[src/rtl/cpu2_seq_pkg.sv]
// rtl/cpu2_seq_pkg.sv - CPU-2 sequencer encodings, field positions and ALU op constants
// Optional STEP state exists only when CPU2_SINGLE_STEP_EN is defined.
package cpu2_seq_pkg;

    typedef enum logic [1:0] {
        OPC_ALU    = 2'b00,
        OPC_BRANCH = 2'b01,
        OPC_LOADI  = 2'b10,
        OPC_HALT   = 2'b11
    } opclass_e;

    typedef enum logic [2:0] {
        ST_IDLE  = 3'd0,
        ST_FETCH = 3'd1,
        ST_EXEC  = 3'd2,
        ST_HALT  = 3'd3
`ifdef CPU2_SINGLE_STEP_EN
        ,
        ST_STEP  = 3'd4
`endif
    } state_e;

    localparam int CW_ASEL_LSB = 11;
    localparam int CW_BSEL_LSB = 8;
    localparam int CW_DEST_LSB = 5;
    localparam int CW_OP_LSB   = 0;
    localparam int SEL_W       = 3;

    localparam int INSTR_COND_BIT = 13;
    localparam int LOADI_DEST_LSB = 5;

    localparam logic [4:0] ALU_PASS = 5'b00000;
    localparam logic [4:0] ALU_INC  = 5'b00001;
    localparam logic [4:0] ALU_ADD  = 5'b00010;
    localparam logic [4:0] ALU_SUB  = 5'b00101;

endpackage

[src/rtl/cpu2_decode.sv]
// rtl/cpu2_decode.sv - combinational instruction decode: IR to class, control word, imm, target, cond
module cpu2_decode
    import cpu2_seq_pkg::*;
#(
    parameter int WIDTH    = 4,
    parameter int CTRLWORD = 14,
    parameter int ADDR_W   = 8
) (
    input  logic [15:0]         ir,
    output opclass_e            opclass,
    output logic [CTRLWORD-1:0] ctrl,
    output logic [WIDTH-1:0]    imm,
    output logic [ADDR_W-1:0]   target,
    output logic                cond
);

    assign opclass = opclass_e'(ir[15:14]);
    assign imm     = ir[WIDTH-1:0];
    assign target  = ir[ADDR_W-1:0];
    assign cond    = ir[INSTR_COND_BIT];

    // LOADI selects A=in, op=PASS, so the immediate flows straight into dest.
    always_comb begin
        ctrl = '0;
        case (opclass)
            OPC_ALU:   ctrl = ir[CTRLWORD-1:0];
            OPC_LOADI: ctrl[CW_DEST_LSB +: SEL_W] = ir[LOADI_DEST_LSB +: SEL_W];
            default:   ctrl = '0;
        endcase
    end

endmodule

[src/rtl/cpu2_sequencer.sv]
// rtl/cpu2_sequencer.sv - CPU-2 fetch/decode/execute sequencer driving the register_and_alu datapath
// CPU2_SINGLE_STEP_EN adds the step port and a STEP state after every non-HALT EXEC.
module cpu2_sequencer
    import cpu2_seq_pkg::*;
#(
    parameter int WIDTH    = 4,
    parameter int CTRLWORD = 14,
    parameter int ADDR_W   = 8
) (
    input  logic                clk,
    input  logic                rst_n,
    input  logic                start,
    output logic                imem_req,
    output logic [ADDR_W-1:0]   imem_addr,
    input  logic                imem_ack,
    input  logic [15:0]         imem_data,
    input  logic [WIDTH-1:0]    dp_out,
    output logic [CTRLWORD-1:0] ctrl_word,
    output logic [WIDTH-1:0]    imm_out,
    output logic                zero_flag,
    output logic                busy,
    output logic                halted
`ifdef CPU2_SINGLE_STEP_EN
    ,
    input  logic                step
`endif
);

    state_e              state, state_nxt;
    logic [ADDR_W-1:0]   pc;
    logic [15:0]         ir;
    logic [WIDTH-1:0]    imm_q;
    logic                zero_q;

    opclass_e            dec_class;
    logic [CTRLWORD-1:0] dec_ctrl;
    logic [WIDTH-1:0]    dec_imm;
    logic [ADDR_W-1:0]   dec_target;
    logic                dec_cond;
    logic                exec_loadi;
    logic                branch_taken;

    cpu2_decode #(
        .WIDTH    (WIDTH),
        .CTRLWORD (CTRLWORD),
        .ADDR_W   (ADDR_W)
    ) u_decode (
        .ir      (ir),
        .opclass (dec_class),
        .ctrl    (dec_ctrl),
        .imm     (dec_imm),
        .target  (dec_target),
        .cond    (dec_cond)
    );

    assign exec_loadi   = (state == ST_EXEC) && (dec_class == OPC_LOADI);
    assign branch_taken = dec_cond ? zero_q : 1'b1;

    always_comb begin
        state_nxt = state;
        case (state)
            ST_IDLE, ST_HALT: if (start) state_nxt = ST_FETCH;
            ST_FETCH:         if (imem_ack) state_nxt = ST_EXEC;
            ST_EXEC: begin
                if (dec_class == OPC_HALT)
                    state_nxt = ST_HALT;
                else
`ifdef CPU2_SINGLE_STEP_EN
                    state_nxt = ST_STEP;
            end
            ST_STEP:          if (step) state_nxt = ST_FETCH;
`else
                    state_nxt = ST_FETCH;
            end
`endif
            default:          state_nxt = ST_IDLE;
        endcase
    end

    // Outputs depend on registered state/IR only; the decoder zeroes BRANCH/HALT words.
    assign imem_req  = (state == ST_FETCH);
    assign imem_addr = pc;
    assign ctrl_word = (state == ST_EXEC) ? dec_ctrl : '0;
    assign imm_out   = exec_loadi ? dec_imm : imm_q;
    assign zero_flag = zero_q;
    assign halted    = (state == ST_HALT);
`ifdef CPU2_SINGLE_STEP_EN
    assign busy      = (state == ST_FETCH) || (state == ST_EXEC) || (state == ST_STEP);
`else
    assign busy      = (state == ST_FETCH) || (state == ST_EXEC);
`endif

    always_ff @(posedge clk or negedge rst_n) begin
        if (!rst_n) begin
            state  <= ST_IDLE;
            pc     <= '0;
            ir     <= '0;
            imm_q  <= '0;
            zero_q <= 1'b0;
        end else begin
            state <= state_nxt;
            case (state)
                ST_IDLE: if (start) pc <= '0;
                ST_HALT: if (start) begin
                    pc     <= '0;
                    zero_q <= 1'b0;
                end
                ST_FETCH: if (imem_ack) ir <= imem_data;
                ST_EXEC: begin
                    case (dec_class)
                        OPC_ALU, OPC_LOADI: begin
                            zero_q <= (dp_out == '0);
                            pc     <= pc + 1'b1;
                        end
                        OPC_BRANCH: pc <= branch_taken ? dec_target : pc + 1'b1;
                        default:    pc <= pc;
                    endcase
                    if (exec_loadi) imm_q <= dec_imm;
                end
                default: pc <= pc;
            endcase
        end
    end

endmodule

[config.mk]
export PLATFORM = sky130hd
export DESIGN_NAME = cpu2_sequencer
export DESIGN_NICKNAME = d
export VERILOG_FILES = /design/src/rtl/cpu2_seq_pkg.sv /design/src/rtl/cpu2_decode.sv /design/src/rtl/cpu2_sequencer.sv
export SDC_FILE = /design/constraint.sdc
export NUM_CORES = 1
export LEC_CHECK = 0
export ABC_AREA = 1
export CAP_MARGIN = 20
export CORE_MARGIN = 4
export CORE_UTILIZATION = 51
export CTS_CLUSTER_DIAMETER = 150
export DETAILED_ROUTE_END_ITERATION = 12
export PLACE_DENSITY = 0.84
export SLEW_MARGIN = 20
export SYNTH_ARGS = -nofsm -noshare
export SYNTH_HDL_FRONTEND = slang
export SYNTH_HIERARCHICAL = 1
export SYNTH_SLANG_ARGS = --single-unit
[constraint.sdc]
create_clock -name clk -period 4.1 [get_ports clk]
set_input_delay 0.41 -clock clk [delete_from_list [all_inputs] [get_ports clk]]
set_output_delay 0.41 -clock clk [all_outputs]
set_load 0.01 [all_outputs]
Word-level counts from Yosys, hierarchy flattened
Cells that the tools add are included.
{ "word_totals": {"reg_bits": 32} }
{ "op_classes": {"n_eq_ne": 11, "reduce_logical": 13, "mux": 17, "n_addsub": 1} }
{ "ops": {"columns": ["op", "count"], "rows": [
  ["$pmux 8 s2", 2],
  ["$mux 8", 2],
  ["$mux 14", 1],
  ["$mux 3", 3],
  ["$pmux 3 s3", 1],
  ["$add 8x1->8 const B", 1],
  ["$eq 3x2->1 const B", 2],
  ["$mux 6", 1],
  ["$reduce_and 3->1", 2],
  ["$mux 5", 1],
  ["$eq 2x2->1 const B", 2],
  ["$logic_not 4->1", 1],
  ["$mux 4", 1],
  ["$ne 2x1->1 const B", 2],
  ["$ne 2x2->1 const B", 2],
  ["$reduce_and 2->1", 2],
  ["$reduce_bool 2->1", 2],
  ["$reduce_or 2->1", 2],
  ["$eq 3x1->1 const B", 1],
  ["$logic_not 3->1", 1],
  ["$mux 1", 3],
  ["$ne 3x2->1 const B", 1],
  ["$eq 2x1->1 const B", 1],
  ["$logic_not 2->1", 1],
  ["4 further kinds", 4]
]} }

Logic depth before layout (Yosys ltp)
Gate-level depths: netlist of run 1.
{ "logic_depth": {"word_depth": 4, "depth_mapped": 9, "ltp_nobuf": 8} }

Modules after synthesis
Netlist of run 1, hierarchy kept.
{ "modules_own_cells": {"columns": ["mod", "area_each_um2", "n_inst", "cells_per_inst"], "rows": [
  ["cpu2_sequencer", 1724.2, 1, 198],
  ["cpu2_decode", 242.7, 1, 47]
]} }

Worst setup path after synthesis of run 1
Ideal clock, no wire load.
{ "synth_timing": {"path_type": "reg2out", "startpoint": "reg state[0]", "endpoint": "out imm_out[0]", "stages_incl_launch_ff": 6, "required_time_ns": 3.690, "setup_slack_ns": 2.401, "arrival_time_ns": 1.289, "n_path_buf": 1, "cell_sequence": "dfrtp_1 > inv_1 > ha_1 > buf_4 > nand3_4 > mux2_1"} }
{ "synth_between": {"elab_chain_cells": 3} }
{ "synth_lines": {"columns": ["element", "line_no", "rtl"], "rows": [
  ["start, declared", "cpu2_sequencer.sv:29", "state_e state, state_nxt;"],
  ["start signal, assigned", "cpu2_sequencer.sv:101", "state <= state_nxt;"],
  ["$eq 3x2->1", "cpu2_sequencer.sv:56", "assign exec_loadi = (state == ST_EXEC) && (dec_class == OPC_LOADI);"],
  ["$logic_and 1x1->1", "cpu2_sequencer.sv:56", null],
  ["$mux 4", null, null],
  ["end, declared", "cpu2_sequencer.sv:19", "output logic [WIDTH-1:0] imm_out,"]
]} }
No other way between the ends.

Worst setup path after layout of run 1
{ "layout_timing": {"startpoint": "reg state[0]", "endpoint": "out imm_out[3]"} }
Same word-level chain as after synthesis.

==> results of run 1 <==
## layer usage
layer	up-vias	track usage (%)
met5	-	0
met4	0	7.660
met3	7	7.626
met2	50	27.49
met1	750	20.60
li1	809	-
## report_power, final
group	total (mW)	leakage (nW)	switching [mW]	internal [mW]
logic	0.790	0.873	0.402	0.388
registers	0.572	0.386	0.132	0.439
clock network	0.234	0.0422	0.115	0.119
## flip-flops by register name (all words and copies together), names as in the netlist
name	count
zero_flag	1
imem_addr	8
state	2
ir	16
imm_q	4
## cell families after synthesis
family / share of synthesized area [%]
and+or+nand+nor: 24.43
buffers and inverters: 16.48
DFF: 39.44
muxes: 13.74
AOI/OAI and AO/OA: 2.289
adders and majority gates: 3.181
xor gates and xnor gates: 0.4454
## cell usage after synthesis (2+ instances only)
cell,number,area share (%)
dfrtp_1,31,39
inv_2,2,0.38
inv_1,43,8.2
ha_1,5,3.2
buf_4,17,6.5
o21ai_0,5,1.3
nand3_1,12,3.1
mux2_1,8,4.6
nand2_2,2,0.64
o21ai_1,3,0.76
nor2_1,32,6.1
mux2_2,16,9.2
buf_6,2,1.1
nand2_1,58,11
## worst paths after layout
path	to	startpoint	slack, ps
worst max register to register	imem_addr[0]	state[0]	2160
worst min register to register	imm_q[3]	imm_q[3]	500
max in group asynchronous	ir[9]	rst_n	3300
worst max-delay path	imm_out[3]	state[0]	1170
worst min-delay path	imm_q[3]	imm_q[3]	500
min in group asynchronous	ir[5]	rst_n	510
## final cells by class
cell class	instances	share of cell area, %
sequential	31	31.14
clock buffer	7	3.064
multi-input combinational	149	34.81
inverter	45	6.781
tap	48	2.411
timing repair buffer	54	21.60
clock inverter	1	0.2009
==> impl_metrics.toml, run 1 <==
[outcome]
status = "completed"

[layout]
fillCellCount = 316
layout_common_cells = "nand2_1 (58), clkdlybuf4s50_1 (53), inv_1 (43)"
multiInputGateArea_um2 = 867.1
stdcell_count = 335
final_util_pct = 67.54
stdcell_area_mm2 = 0.002491
fin_nets = 315
final-seq-area_um2 = 775.7
final_common_cell = "nand2_1"
synthToLayoutAreaGrowth_pct = 26.65
drive_gt1_share_pct = 11.15
antenna_cells = 0

[route]
met3WireLength_um = 303
wire_per_inst_um = 12.19
routed_via_density = 4.824
routed_wl_um = 4083
met2_length_um = 1974
first_pass_iters = 4
vias = 1616
maxUsedRoutingLayer = "met4"
drt_iter0_markers = 91
drc = 0
m1WireLength_um = 1747
postRouteAntennaNets = 0

[critical_path]
crit_chain = "inv_1 > ha_1 > nand3_4 > mux2_1 > clkdlybuf4s50_1"
critical_path_required_ps = 3690
end_kind = "primary output"
cp_slowest_cell = "ha_1"
slowest_delay_ps = 630
cp_data_arrival_time_ps = 2520
reg2regPathDepth = 7
crit_fanout = 20
path_depth = 5
setup.worst_path.start_class = "flop"
critPathTopFamily = "adder cells"
path_class = "flop to primary output"
cp_num_buf_inv = 2

[floorplanning]
die_w_um = 70.10
start_util_pct = 53.32
dieArea_mm2 = 0.004914
row_count = 22
core-area_mm2 = 0.003689
pin_count = 54
chipHeight_um = 70.10

[sta]
fin_crit_sh_pct = 71.42
max_slew_margin_pct = 51.23
fin_skew_ps = 4.312
setup_slack_ps = 1172
finalHoldViolations = 0
fin_setup_tns_ps = 0
worstMarginPinSlew_ps = 731.6
hold_ws_ps = 496.0
min_period_ps = 2928
rsz0062_at_grt = "false"
setup_viol = 0
fmax_ghz = 0.3415
slew_viol_final = 0

[clocking]
htree_levels = 2
post_cts.repair.setup_buffers = 0
cts_buffers = 5
cts_sinks = 31
cts_tree = "done"
cts_resized = 0
clock_path_buffers = 2
cts-root-buf = "clkbuf_8"
clk-insertion-delay-late_ps = 290
ctsHoldBuffers = 0
clk_pin_slew_ps = 70

[worst_hold_path]
holdPathStages = 1
min_path_type = "flop to flop"

[placement]
placed_cells = 327
place_congestion = 0.8263
place_area_mm2 = 0.002410
place_ws_ps = 1437
io_buffer_count = 53
dp_hpwl_um = 3021

[global_routing]
grtUsageTotal_pct = 17.47
antenna_found_initial = 0
grt_pass1_vias = 1557
grt_pass1_wl_um = 6748
grt_max_degree = 32
overflow = 0

[synth]
async_reset_ff_share_pct = 100.0
yosys_warnings = 6
synth_area_per_cell_um2 = 8.028
synth-main-ff-cell = "dfrtp_1"
yosysUniqueCellTypes = 23
netlist_area_mm2 = 0.001967
synth_nets = 274
netlist_instances = 245
synth.yosys.seq_area_share_pct = 39.44
synth_seq_cells = 31
synth-edff-count = 0

[power_and_ir_drop]
p_per_area_mw_per_mm2 = 640.4
p_total_mw = 1.595
ir_drop_mv = 0.4459
power_leakage_nw = 1.301

[run]
cap_viol_max_count = 0
No activity file was read; power rests on OpenSTA's default activity.
==> run 2, diff against run 1 <==
- CORE_UTILIZATION: 51 -> 43
- PLACE_DENSITY: 0.84 -> 0.76
- clock period: 4.1 -> 2.6 ns (I/O delays scaled with it)
==> run 2 against run 1 <==
Sequential share of layout area shrank 0.43 points. Clock power rose by 82%. Critical path depth stayed put. Die area grew 16%. Hold slack got worse by 130 ps. Register-to-register slack lost 1200 ps. Core utilization decreased by 9.9 points. Cell area up 1.4%. Power increased by 62%. Non-clock buffer count rose by 1. Largest cell class unchanged.
==> impl_metrics.toml, run 2 (same netlist as run 1, synthesis figures left out) <==
[outcome]
status = "completed"

[clocking]
post_cts.repair.setup_buffers = 0
cts-root-buf = "clkbuf_8"
clk_pin_slew_ps = 70
cts_sinks = 31
clk-insertion-delay-late_ps = 290
cts_tree = "done"
cts_resized = 0
clock_path_buffers = 2
cts_buffers = 5
ctsHoldBuffers = 0
htree_levels = 2

[sta]
setup_viol = 0
setup_slack_ps = 353.7
max_slew_margin_pct = 73.42
worstMarginPinSlew_ps = 397.3
fin_crit_sh_pct = 86.40
min_period_ps = 2246
fin_setup_tns_ps = 0
finalHoldViolations = 0
fmax_ghz = 0.4452
rsz0062_at_grt = "false"
fin_skew_ps = 8.997
slew_viol_final = 0

[layout]
final_common_cell = "nand2_1"
layout_common_cells = "nand2_1 (58), clkdlybuf4s50_1 (53), inv_1 (43)"
drive_gt1_share_pct = 12.15
fin_nets = 316
antenna_cells = 0
top_register = "ir"
largest_reg_flops = 16
synthToLayoutAreaGrowth_pct = 28.43

[global_routing]
grt_pass1_vias = 1705
grt_pass1_wl_um = 7376
antenna_found_initial = 0
grt_max_degree = 32
grtUsageTotal_pct = 17.05
overflow = 0

[floorplanning]
die_w_um = 75.63
pin_count = 54
dieArea_mm2 = 0.005720
start_util_pct = 44.86
chipHeight_um = 75.63
row_count = 24
core-area_mm2 = 0.004384

[route]
routed_wl_um = 4128
wire_per_inst_um = 12.14
postRouteAntennaNets = 0
routed_via_density = 4.706
vias = 1600
drc = 0
first_pass_iters = 5
drt_iter0_markers = 65

[placement]
dp_hpwl_um = 3094
io_buffer_count = 53
place_congestion = 0.7786
place_ws_ps = 671.2

[critical_path]
cp_data_arrival_time_ps = 1990
end_kind = "primary output"
setup.worst_path.start_class = "flop"
cp_slowest_cell = "clkdlybuf4s50_1"
path_class = "flop to primary output"
crit_chain = "inv_1 > ha_1 > nand3_4 > mux2_1 > clkdlybuf4s50_1"
reg2reg_slack_ps = 980
crit_fanout = 8
slowest_delay_ps = 480
critical_path_required_ps = 2340
worstReg2RegStart = "state[0]"
crit_start = "state[0]"

[power_and_ir_drop]
ir_drop_mv = 0.5879
pwr-share-seq_pct = 34.9
power_leakage_nw = 1.314
combPwrFrac_pct = 48.6
p_sw_mw = 1.027
intPower_mw = 1.550
switching_share_pct = 39.85
p_clk_share_pct = 16.5
p_per_area_mw_per_mm2 = 1020

[run]
cap_viol_max_count = 0

[worst_hold_path]
min_path_type = "input port to asynchronous set/reset pin"
run 2: cell types whose count changed in the layout (fill, tap and decap cells not counted), sizes merged:
cell and change:
buf +1, clkinv -1, clkinvlp +1
run 2: area by class of cell:
type | count | area (µm²)
Timing Repair Buffer | 55 | 545.5
Inverter | 45 | 168.9
Clock buffer | 7 | 96.34
Tap cell | 52 | 65.06
Fill cell | 403 | 1858
Sequential cell | 31 | 775.7
Clock inverter | 1 | 7.507
Multi-Input combinational cell | 149 | 867.1
run 2: power groups by stage:
stage	clock network, mW	logic, mW	registers [mW]
after detailed placement	0	1.27	0.907
final	0.425	1.25	0.901
after global placement	0	1.24	0.899
after global routing	0.458	1.42	0.934
after floorplan	0	1.02	0.845
after CTS	0.436	1.28	0.901
run 2: final timing paths:
check | to | depth (start not counted)
worst max-delay path | imm_out[0] | 5
worst max register to register | imem_addr[0] | 8
worst min register to register | imm_q[1] | 1
max in group asynchronous | imem_addr[2] | 2
worst min-delay path | ir[11] | 2
min in group clk | imm_q[1] | 1
run 2: critical path, delay by kind of cell, from the launching register on:
family | cells | cell delay [ps]
adders and majority gates | 1 | 240
buffers and inverters | 2 | 540
DFF | 1 | 420
muxes | 1 | 340
and+or+nand+nor | 1 | 150
run 2: routing by layer:
layer | share of wire (%) | up-vias | wire (µm) | track usage [%]
li1 | - | 811 | - | -
met1 | 44 | 737 | 1822 | 20.13
met2 | 47 | 46 | 1939 | 28.48
met3 | 7.5 | 6 | 309 | 5.409
met4 | 1.4 | 0 | 57 | 7.379
met5 | 0 | - | 0 | 0
run 2: through the flow:
stage	area, µm²	std cells	hold WS, ps	total power [mW]	utilization, %
final	2526	340	362.3	2.578	57.62
after global routing	2526	340	402.6	2.812	57.62
after CTS	2526	340	374.4	2.612	57.62
after detailed placement	2422	332	480.7	2.173	55.25
after global placement	2422	332	471.9	2.137	55.25
after floorplan	1967	245	-35.59	1.866	-
==> run 3, diff against run 2 <==
- CORE_MARGIN: 4 -> 3
==> run 3 against run 2 <==
Sequential power is essentially flat. Global-route usage shrank 0.26 points. Routed wire length shrank 2.0%. Count of clock-buffer cells in the layout grew 1. Sequential share of layout area grew 0.076 points. Register-to-register slack is essentially flat. Via count shrank 1.3%. Setup slack gained 16 ps. Hold slack gained 6.4 ps. Critical endpoint is now imm_out[3].
==> impl_metrics.toml, run 3 (same netlist as run 1, synthesis figures left out) <==
[sta]
worstMarginPinSlew_ps = 412.0
fmax_ghz = 0.4483
max_slew_margin_pct = 72.43
min_period_ps = 2231
fin_setup_tns_ps = 0
fin_skew_ps = 5.989
fin_crit_sh_pct = 85.80
finalHoldViolations = 0
rsz0062_at_grt = "false"
hold_ws_ps = 368.7
slew_viol_final = 0
setup_viol = 0

[floorplanning]
die_w_um = 73.63
core-area_mm2 = 0.004202
dieArea_mm2 = 0.005421
row_count = 23
pin_count = 54
start_util_pct = 46.81
chipHeight_um = 73.63

[layout]
largest_reg_flops = 16
fin_nets = 316
antenna_cells = 0
top_register = "ir"
synthToLayoutAreaGrowth_pct = 28.12
drive_gt1_share_pct = 11.81
final_common_cell = "nand2_1"
layout_common_cells = "nand2_1 (58), clkdlybuf4s50_1 (53), inv_1 (43)"

[placement]
place_congestion = 0.7465
dp_hpwl_um = 2979
io_buffer_count = 53

[critical_path]
reg2reg_slack_ps = 980
critPathTopFamily = "buffers and inverters"
crit_chain = "inv_1 > ha_1 > nand3_4 > mux2_1 > clkdlybuf4s50_1"
end_kind = "primary output"
slowest_delay_ps = 480
critical_path_required_ps = 2340
crit_start = "state[0]"
reg2regPathDepth = 8
crit_fanout = 8
setup.worst_path.start_class = "flop"
worstReg2RegStart = "state[0]"
cp_num_buf_inv = 2
path_class = "flop to primary output"
cp_data_arrival_time_ps = 1970
cp_slowest_cell = "clkdlybuf4s50_1"
timing.rr.end = "imem_addr[0]"

[route]
postRouteAntennaNets = 0
drt_iter0_markers = 92
wire_per_inst_um = 11.96
routed_via_density = 4.675
routed_wl_um = 4044
first_pass_iters = 4
drc = 0
vias = 1580

[global_routing]
grt_pass1_vias = 1556
grt_pass1_wl_um = 7024
grt_max_degree = 32
overflow = 0
grtUsageTotal_pct = 16.79
antenna_found_initial = 0

[clocking]
clk-insertion-delay-late_ps = 280
cts_tree = "done"
post_cts.repair.setup_buffers = 0
cts_buffers = 5
clk_pin_slew_ps = 70
htree_levels = 2
ctsHoldBuffers = 0
cts_resized = 0
clock_path_buffers = 2
cts-root-buf = "clkbuf_8"
cts_sinks = 31

[power_and_ir_drop]
p_per_area_mw_per_mm2 = 1021
switching_share_pct = 39.62
combPwrFrac_pct = 48.7
pwr-share-seq_pct = 35.0
intPower_mw = 1.553
p_clk_share_pct = 16.3
power_leakage_nw = 1.315
p_sw_mw = 1.019
ir_drop_mv = 0.5786

[run]
cap_viol_max_count = 0

[worst_hold_path]
min_path_type = "input port to asynchronous set/reset pin"

[outcome]
status = "completed"
==> run 3: cell type report <==
| cell class | count | area [µm²] |
|---|---|---|
| clock buffer | 8 | 100.1 |
| fill | 395 | 1682 |
| inverter | 45 | 168.9 |
| multi-input combinational | 149 | 867.1 |
| sequential | 31 | 775.7 |
| tap | 50 | 62.56 |
| timing repair buffer | 55 | 545.5 |
==> run 3: power groups by stage <==
stage / Clock (mW) / Sequential (mW) / Combinational (mW)
6_report: 0.419 / 0.899 / 1.25
5_1_grt: 0.442 / 0.934 / 1.41
4_1_cts: 0.427 / 0.898 / 1.27
3_5_place_dp: 0 / 0.905 / 1.26
3_3_place_gp: 0 / 0.900 / 1.24
2_1_floorplan: 0 / 0.845 / 1.02
==> run 3: worst max path at each step <==
stage / endpoint / slack (ps) / depth (start not counted)
after floorplan: imm_out[0] / 1050 / 5
after global placement: imm_out[3] / 710 / 5
after detailed placement: imm_out[1] / 670 / 5
after CTS: imm_out[1] / 350 / 5
after global routing: ctrl_word[6] / 240 / 6
final: imm_out[3] / 370 / 5
==> run 3: per-layer routing <==
layer | track usage, % | vias up | routed length (µm)
met5 | 0 | - | 0
met4 | 5.433 | 0 | 54
met3 | 6.156 | 6 | 303
met2 | 26.97 | 48 | 1852
met1 | 20.88 | 715 | 1833
li1 | - | 811 | -
==> run 3: stage by stage <==
step	setup slack, ps	power, mW	std cells	area (µm²)	util (%)
floorplan	1051	1.866	245	1967	-
global placement	705.1	2.138	330	2420	57.59
detailed placement	673.2	2.166	330	2420	57.59
CTS	354.1	2.596	338	2520	59.98
global route	237.4	2.790	338	2520	59.98
finish	369.2	2.572	338	2520	59.98
